[src/rtl/multicycle_ctrl.sv]
// Control sequencer for the multi-cycle RV32I core: FETCH/DECODE/EXECUTE/MEM/WB over one memory port.
// Optional macro MC_TIMEOUT_EN bounds memory waits to MEM_TIMEOUT cycles before trapping.
module multicycle_ctrl #(
  parameter int CNT_W       = 32,
  parameter int MEM_TIMEOUT = 15
) (
  input  logic             clk,
  input  logic             reset,
  input  logic [31:0]      instr,
  input  logic             alu_flag,
  input  logic             mem_ready,
  output logic             mem_req,
  output logic             mem_we,
  output logic             addr_sel,
  output logic             ir_we,
  output logic             pc_we,
  output logic [1:0]       pc_sel,
  output logic             rs1sel,
  output logic             rs2sel,
  output logic [2:0]       ImmSel,
  output logic [3:0]       ALUControl,
  output logic [2:0]       dmemMode,
  output logic             regWE,
  output logic [1:0]       regsel,
  output logic             trap,
  output logic [CNT_W-1:0] retired
);

  typedef enum logic [2:0] {
    S_FETCH   = 3'd0,
    S_DECODE  = 3'd1,
    S_EXECUTE = 3'd2,
    S_MEM     = 3'd3,
    S_WB      = 3'd4,
    S_TRAP    = 3'd5
  } state_t;

  localparam logic [6:0] OP_R      = 7'b0110011;
  localparam logic [6:0] OP_IMM    = 7'b0010011;
  localparam logic [6:0] OP_LOAD   = 7'b0000011;
  localparam logic [6:0] OP_STORE  = 7'b0100011;
  localparam logic [6:0] OP_BRANCH = 7'b1100011;
  localparam logic [6:0] OP_JAL    = 7'b1101111;
  localparam logic [6:0] OP_JALR   = 7'b1100111;
  localparam logic [6:0] OP_LUI    = 7'b0110111;
  localparam logic [6:0] OP_AUIPC  = 7'b0010111;

  localparam logic [2:0] IMM_I = 3'd0;
  localparam logic [2:0] IMM_S = 3'd1;
  localparam logic [2:0] IMM_B = 3'd2;
  localparam logic [2:0] IMM_U = 3'd3;
  localparam logic [2:0] IMM_J = 3'd4;

  state_t           r_state;
  state_t           w_state_next;
  logic [CNT_W-1:0] r_retired;
  logic             w_retire;
  logic             w_timeout;

  logic [6:0]       w_opcode;
  logic [2:0]       w_funct3;
  logic             w_f7b5;
  logic             w_legal;
  logic [2:0]       w_imm_fmt;
  logic             w_is_store;
  logic             w_is_load;
  logic             w_is_jump;
  logic             w_unused;

  assign w_opcode   = instr[6:0];
  assign w_funct3   = instr[14:12];
  assign w_f7b5     = instr[30];
  assign w_is_store = (w_opcode == OP_STORE);
  assign w_is_load  = (w_opcode == OP_LOAD);
  assign w_is_jump  = (w_opcode == OP_JAL) || (w_opcode == OP_JALR);
  // Register indices and most immediate bits belong to the datapath.
  assign w_unused   = ^{instr[31], instr[29:15], instr[11:7]};

  always_comb begin
    w_legal   = 1'b1;
    w_imm_fmt = IMM_I;
    case (w_opcode)
      OP_R, OP_IMM, OP_LOAD, OP_JALR: w_imm_fmt = IMM_I;
      OP_STORE:                       w_imm_fmt = IMM_S;
      OP_BRANCH:                      w_imm_fmt = IMM_B;
      OP_LUI, OP_AUIPC:               w_imm_fmt = IMM_U;
      OP_JAL:                         w_imm_fmt = IMM_J;
      default:                        w_legal   = 1'b0;
    endcase
  end

`ifdef MC_TIMEOUT_EN
  localparam int WAIT_W = (MEM_TIMEOUT < 2) ? 1 : $clog2(MEM_TIMEOUT);

  logic [WAIT_W-1:0] r_wait;
  logic              w_waiting;

  // Any completed request clears the count, so each FETCH/MEM visit starts from zero.
  assign w_waiting = ((r_state == S_FETCH) || (r_state == S_MEM)) && !mem_ready;
  assign w_timeout = w_waiting && (r_wait == WAIT_W'(MEM_TIMEOUT - 1));

  always_ff @(posedge clk or negedge reset) begin
    if (!reset) begin
      r_wait <= '0;
    end else if (w_waiting) begin
      r_wait <= r_wait + 1'b1;
    end else begin
      r_wait <= '0;
    end
  end
`else
  // Unbounded waits: constant 0 for any legal MEM_TIMEOUT.
  assign w_timeout = (MEM_TIMEOUT < 0);
`endif

  always_ff @(posedge clk or negedge reset) begin
    if (!reset) begin
      r_state   <= S_FETCH;
      r_retired <= '0;
    end else begin
      r_state <= w_state_next;
      if (w_retire) begin
        r_retired <= r_retired + CNT_W'(1);
      end
    end
  end

  always_comb begin
    w_state_next = r_state;
    w_retire     = 1'b0;
    mem_req      = 1'b0;
    mem_we       = 1'b0;
    addr_sel     = 1'b0;
    ir_we        = 1'b0;
    pc_we        = 1'b0;
    pc_sel       = 2'd0;
    rs1sel       = 1'b0;
    rs2sel       = 1'b0;
    ImmSel       = 3'd0;
    ALUControl   = 4'd0;
    dmemMode     = 3'd0;
    regWE        = 1'b0;
    regsel       = 2'd0;

    case (r_state)
      S_FETCH: begin
        mem_req = 1'b1;
        if (w_timeout) begin
          w_state_next = S_TRAP;
        end else if (mem_ready && reset) begin
          ir_we        = 1'b1;
          pc_we        = 1'b1;
          w_state_next = S_DECODE;
        end
      end

      S_DECODE: begin
        // Branch/jump target PC+imm is precomputed into the ALU output register.
        rs1sel       = 1'b1;
        rs2sel       = 1'b1;
        ImmSel       = w_imm_fmt;
        w_state_next = w_legal ? S_EXECUTE : S_TRAP;
      end

      S_EXECUTE: begin
        ImmSel = w_imm_fmt;
        case (w_opcode)
          OP_R: begin
            ALUControl   = {w_f7b5, w_funct3};
            w_state_next = S_WB;
          end
          OP_IMM: begin
            ALUControl   = {(w_funct3 == 3'b101) && w_f7b5, w_funct3};
            rs2sel       = 1'b1;
            w_state_next = S_WB;
          end
          OP_LOAD, OP_STORE: begin
            rs2sel       = 1'b1;
            w_state_next = S_MEM;
          end
          OP_BRANCH: begin
            ALUControl = {1'b1, w_funct3};
            if (alu_flag) begin
              pc_we  = 1'b1;
              pc_sel = 2'd1;
            end
            w_retire     = 1'b1;
            w_state_next = S_FETCH;
          end
          OP_JAL: begin
            pc_we        = 1'b1;
            pc_sel       = 2'd1;
            w_state_next = S_WB;
          end
          OP_JALR: begin
            rs2sel       = 1'b1;
            pc_we        = 1'b1;
            pc_sel       = 2'd2;
            w_state_next = S_WB;
          end
          OP_LUI, OP_AUIPC: begin
            rs1sel       = (w_opcode == OP_AUIPC);
            rs2sel       = 1'b1;
            w_state_next = S_WB;
          end
          default: w_state_next = S_TRAP;
        endcase
      end

      S_MEM: begin
        mem_req  = 1'b1;
        addr_sel = 1'b1;
        mem_we   = w_is_store && !w_timeout;
        dmemMode = w_funct3;
        if (w_timeout) begin
          w_state_next = S_TRAP;
        end else if (mem_ready) begin
          if (w_is_store) begin
            w_retire     = 1'b1;
            w_state_next = S_FETCH;
          end else begin
            w_state_next = S_WB;
          end
        end
      end

      S_WB: begin
        regWE        = 1'b1;
        regsel       = w_is_load ? 2'd1 : (w_is_jump ? 2'd2 : 2'd0);
        w_retire     = 1'b1;
        w_state_next = S_FETCH;
      end

      S_TRAP: w_state_next = S_TRAP;

      default: w_state_next = S_TRAP;
    endcase
  end

  assign trap    = (r_state == S_TRAP);
  assign retired = r_retired;

endmodule
[config.mk]
export PLATFORM = sky130hd
export DESIGN_NAME = multicycle_ctrl
export DESIGN_NICKNAME = d
export VERILOG_FILES = /design/src/rtl/multicycle_ctrl.sv
export SDC_FILE = /design/constraint.sdc
export NUM_CORES = 1
export LEC_CHECK = 0
export ABC_AREA = 1
export ABC_CLOCK_PERIOD_IN_PS = 4000
export BUFFER_PORTS_ARGS = -buffer_cell sky130_fd_sc_hd__buf_2
export CORE_MARGIN = 1
export CORE_UTILIZATION = 50
export DETAILED_ROUTE_END_ITERATION = 10
export PLACE_DENSITY = 0.79
export SYNTH_ARGS = -nofsm -noshare
export SYNTH_HDL_FRONTEND = slang
export SYNTH_SLANG_ARGS = --single-unit
[constraint.sdc]
create_clock -name clk -period 4 [get_ports clk]
set_input_delay 1 -clock clk [delete_from_list [all_inputs] [get_ports clk]]
set_output_delay 1 -clock clk [all_outputs]
set_load 0.01 [all_outputs]
Word-level counts from Yosys, hierarchy flattened
Index checks and enable logic that the tools add are counted.
{"block": "op_classes", "n_eq_ne": 17, "reduce_logical": 13, "addsub": 1, "n_div": 0, "mux": 35, "bitwise": 0, "n_lt_le_gt_ge": 0, "n_mul": 0, "n_shift": 0}
{"cell": "32-bit by 1-bit adder with 32-bit output, second input constant", "count": 1}
{"cell": "7-bit by 6-bit == test with 1-bit output, second input constant", "count": 3}
{"cell": "7-bit == test, second input constant", "count": 3}
{"cell": "3-bit two-way mux", "count": 6}
{"cell": "3-bit one-hot mux with 5 select lines", "count": 1}
{"cell": "7-bit by 5-bit == test with 1-bit output, second input constant", "count": 2}
{"cell": "1-bit two-way mux", "count": 14}
{"cell": "3-bit one-hot mux with 4 select lines", "count": 1}
{"cell": "4-bit one-hot mux with 3 select lines", "count": 1}
{"cell": "6-bit OR reduction", "count": 2}
{"cell": "2-bit OR reduction", "count": 5}
{"cell": "3-bit == test, second input constant", "count": 3}
{"cell": "3-bit one-hot mux with 3 select lines", "count": 1}
{"cell": "9-bit OR reduction", "count": 1}
{"cell": "2-bit two-way mux", "count": 4}
{"cell": "1-bit one-hot mux with 2 select lines", "count": 4}
{"cell": "7-bit by 2-bit == test with 1-bit output, second input constant", "count": 1}
{"cell": "3-bit by 2-bit == test with 1-bit output, second input constant", "count": 2}
{"cell": "2-bit one-hot mux with 3 select lines", "count": 1}
{"cell": "4-bit two-way mux", "count": 1}
{"cell": "2-bit != test, second input constant", "count": 2}
{"cell": "3-bit by 1-bit == test with 1-bit output, second input constant", "count": 1}
{"cell": "3-bit logical NOT", "count": 1}
{"cell": "1-bit one-hot mux with 3 select lines", "count": 1}
{"cell": "3 further kinds", "count": 4}
{"block": "totals", "output_inout_bits": 55, "memories": 0, "mem_bits_ro": 0, "ramBits": 0, "latch_bits": 0, "elab_cells": 68, "ff_bits": 35}

Logic depth before layout (Yosys ltp)
{"block": "depth", "word_depth": 5, "ltp_mapped": 11, "ltp_nobuf": 10}

Worst setup path after synthesis
Ideal clock, no wire load.
{"block": "synth_timing", "kind": "input -> output", "start": "input port instr[1]", "end": "output port rs1sel", "arrival_ns": 1.769, "stages": 4, "path_slack_ns": 1.231, "t_required_ns": 3.000, "path_buffers": 0, "cell_sequence": "nand2_1 -> nor2_1 -> inv_1 -> o41ai_1"}
{"block": "synth_between", "elab_chain_cells": 4}
{"element": "from (decl)", "line_no": "9", "text": "input logic [31:0] instr,"}
{"element": "7-bit by 5-bit == test with 1-bit output or 7-bit by 6-bit == test with 1-bit output (tied branches)", "line_no": "167, 202"}
{"element": "2-bit OR reduction", "line_no": "167", "text": "case (w_opcode)"}
{"element": "1-bit two-way mux *", "line_no": "167"}
{"element": "1-bit one-hot mux with 2 select lines *", "line_no": "145", "text": "case (r_state)"}
{"element": "to (decl)", "line_no": "18", "text": "output logic rs1sel,"}
Every way passes the cells marked *; elsewhere a longest branch is shown, timed or not.

Worst setup path after layout
{"block": "layout_timing", "start": "input port instr[3]", "end": "output port rs2sel"}
{"block": "layout_between", "elab_chain_cells": 4}
{"element": "7-bit by 6-bit == test with 1-bit output, or another cell as far along", "line_no": "167"}
{"element": "6-bit OR reduction (no line) *"}
{"element": "1-bit two-way mux *", "line_no": "167"}
{"element": "1-bit one-hot mux with 2 select lines *", "line_no": "145"}
{"element": "to (decl)", "line_no": "19", "text": "output logic rs2sel,"}
Marks and branches as above.

==> flow_metrics.py <==
metrics = {
    "outcome": {
        "status": "finished clean",
    },
    "timing": {
        "slew_violations": 0,
        "worst_pin_slew_ps": 462,
        "whs_ps": 532,
        "timing.final.crit_period_ps": 3070,
        "final-hold-violation-count": 0,
        "fin_ws_ps": 934,
        "fmax_mhz": 326,
        "finClkSkew_ps": 7.25,
        "setup_total_negative_slack_ps": 0,
        "finalCritPeriodShare_pct": 76.7,
        "relSlewSlack_pct": 69.2,
        "rsz0062_at_grt": "no",
        "finalSetupViolCount": 0,
    },
    "global_route": {
        "grt_max_degree": 43,
        "antenna_found_initial": 0,
        "grt_pass1_wl_um": 11000,
        "grt_overflow_total": 0,
        "grt_pass1_vias": 2409,
        "grtUsageTotal_pct": 25.2,
    },
    "detailed_routing": {
        "ant_nets": 0,
        "drc": 0,
        "via_count": 2922,
        "drt_iter0_markers": 143,
        "wl_per_cell_um": 11.8,
        "dr.pass1.iters": 4,
        "wl_um": 6830,
        "viasPerCell": 5.04,
    },
    "clock_tree": {
        "htreeDepth": 2,
        "cts_root_buf": "clkbuf_8",
        "clk_path_buf_depth": 2,
        "cts_setup_buffers": 0,
        "cts.clk_slew.worst_paths_ps": 80,
        "numCtsBuffers": 5,
        "hold_buffers": 0,
        "cts_resized": 0,
        "clock-sinks": 35,
        "clock_latency_ps": 290,
        "cts_tree": "done",
    },
    "yosys": {
        "yosysUniqueCellTypes": 29,
        "synth_fp_nets": 476,
        "ys_seq_elements": 35,
        "ys_seq_area_share_pct": 32.6,
        "yosys_warnings": 0,
        "synthCells": 439,
        "synth_area_per_cell_um2": 6.13,
        "syn_area_um2": 2690,
    },
    "place": {
        "gp_congestion": 0.968,
        "hpwl_um": 5210,
        "portBuffers": 69,
        "dp_slack_ps": 980,
    },
    "die": {
        "boundaryPins": 91,
        "die_h_um": 75.4,
        "placementRows": 26,
        "initial_core_util_pct": 52.3,
        "dieArea_um2": 5680,
        "fp.coreArea_um2": 5140,
        "die_w_um": 75.4,
    },
    "min_path": {
        "hold_class": "flip-flop to flip-flop",
    },
    "cells_and_area": {
        "diodes": 0,
        "area_growth_pct": 17.5,
        "nNetsFinal": 546,
        "nFillCells": 538,
        "layout-drive-gt1-share_pct": 19.8,
    },
    "setup_path": {
        "path_max_fanout": 4,
        "endpoint_kind": "output pin",
        "worstSetupPathType": "primary input to output pin",
        "regToRegSetupSlack_ps": 2030,
        "startpoint_type": "primary input",
        "crit_arrival_ps": 2070,
        "required_ps": 3000,
    },
    "flow_run": {
        "cap_violations": 0,
    },
    "power_and_ir_drop": {
        "ir_drop_mv": 0.144,
        "leakage_nw": 1.70,
        "powerDensity_nw_per_um2": 202,
        "total_power_w": 0.000637,
    },
}
==> kinds of logic (layout without fill, tap and decap cells) <==
family	after synthesis	in the layout	synth area share, %
compound gates	31	31	6.23
xor+xnor	11	11	3.58
fa+ha+maj	1	1	0.465
buf+inv	49	120	7.91
flops	35	35	32.6
simple gates	312	312	49.3
==> cell usage in the layout (no fill, tap or decap), types with 2 or more instances in the layout <==
| master | Yosys | routed |
|---|---|---|
| nor2_1 | 78 | 78 |
| nor3_1 | 6 | 6 |
| nand4_1 | 2 | 2 |
| o21ai_1 | 15 | 15 |
| dfrtp_1 | 35 | 35 |
| buf_2 | 2 | 69 |
| nand2_1 | 185 | 185 |
| o21ai_0 | 6 | 6 |
| clkbuf_8 | 0 | 5 |
| nand3_1 | 12 | 12 |
| xor2_1 | 8 | 8 |
| nand3b_1 | 14 | 14 |
| inv_2 | 9 | 9 |
| xnor2_1 | 3 | 3 |
| a21oi_1 | 6 | 6 |
| nor2_2 | 6 | 6 |
| nand3_2 | 4 | 4 |
| inv_1 | 33 | 33 |
==> stage by stage <==
step | util (%) | cells | area, µm²
floorplan | - | 439 | 2690
global placement | 59.8 | 572 | 3080
detailed placement | 59.8 | 572 | 3080
CTS | 61.5 | 580 | 3160
global route | 61.5 | 580 | 3160
finish | 61.5 | 580 | 3160
==> synth_stat cells, drive strengths merged <==
cell type | instances | area share [%]
a21oi | 7 | 1.4
o22ai | 1 | 0.23
nand3b | 14 | 3.9
buf | 7 | 2.0
o21ai | 21 | 3.9
nor3 | 6 | 1.1
xnor2 | 3 | 0.98
o41ai | 1 | 0.33
dfrtp | 35 | 33
a41oi | 1 | 0.33
and3 | 1 | 0.23
nand4 | 2 | 0.47
nand2 | 187 | 26
nor2 | 85 | 13
ha | 1 | 0.47
nand3 | 17 | 4.4
inv | 42 | 5.9
xor2 | 8 | 2.6
==> power by group <==
group	leakage [nW]	switching (W)	internal, W
Clock	0.0412	0.000133	0.000122
Combinational	1.23	0.0000197	0.00000869
Sequential	0.432	0	0.000354
Total	1.70	0.000153	0.000484
==> flip-flops by register name, indices dropped and copies added (netlist names) <==
name / flops
r_state: 3
retired: 32
==> per-layer routing <==
layer  up-vias  global-route usage (%)  part of all wire (%)
met1      1321                    36.7                    49
met5         -                       0                     0
met4         0                    4.73                  0.79
met2        93                    39.8                    45
li1       1502                       -                     -
met3         6                    4.10                   5.9
==> critical path, cell delays in order <==
cell	delay, ps
buf_2	110
inv_1	60
nand2_1	50
nor2_1	210
nand3_1	220
a41oi_1	250
buf_2	160
==> worst paths after layout <==
path / from / to / cells past startpoint
setup reg to reg: r_state[1] / retired[16] / 7
setup / recovery: instr[3] / rs2sel / 7
max in group asynchronous: reset / retired[26] / 2
hold reg to reg: retired[31] / retired[31] / 2
hold / removal: retired[31] / retired[31] / 2
min in group asynchronous: reset / retired[2] / 2
==> final cells by class <==
class                   instances  area [µm²]  share of cell area (%)
flip-flops and latches         35         876                    27.7
multi-input cells             355        1600                    50.7
inverters                      42         158                    4.99
clock inverters                 2        12.5                   0.396
well taps                      70        87.6                    2.77
clock buffers                   6        72.6                    2.30
repair buffers                 70         353                    11.2
(Power assumes the default switching activity.)
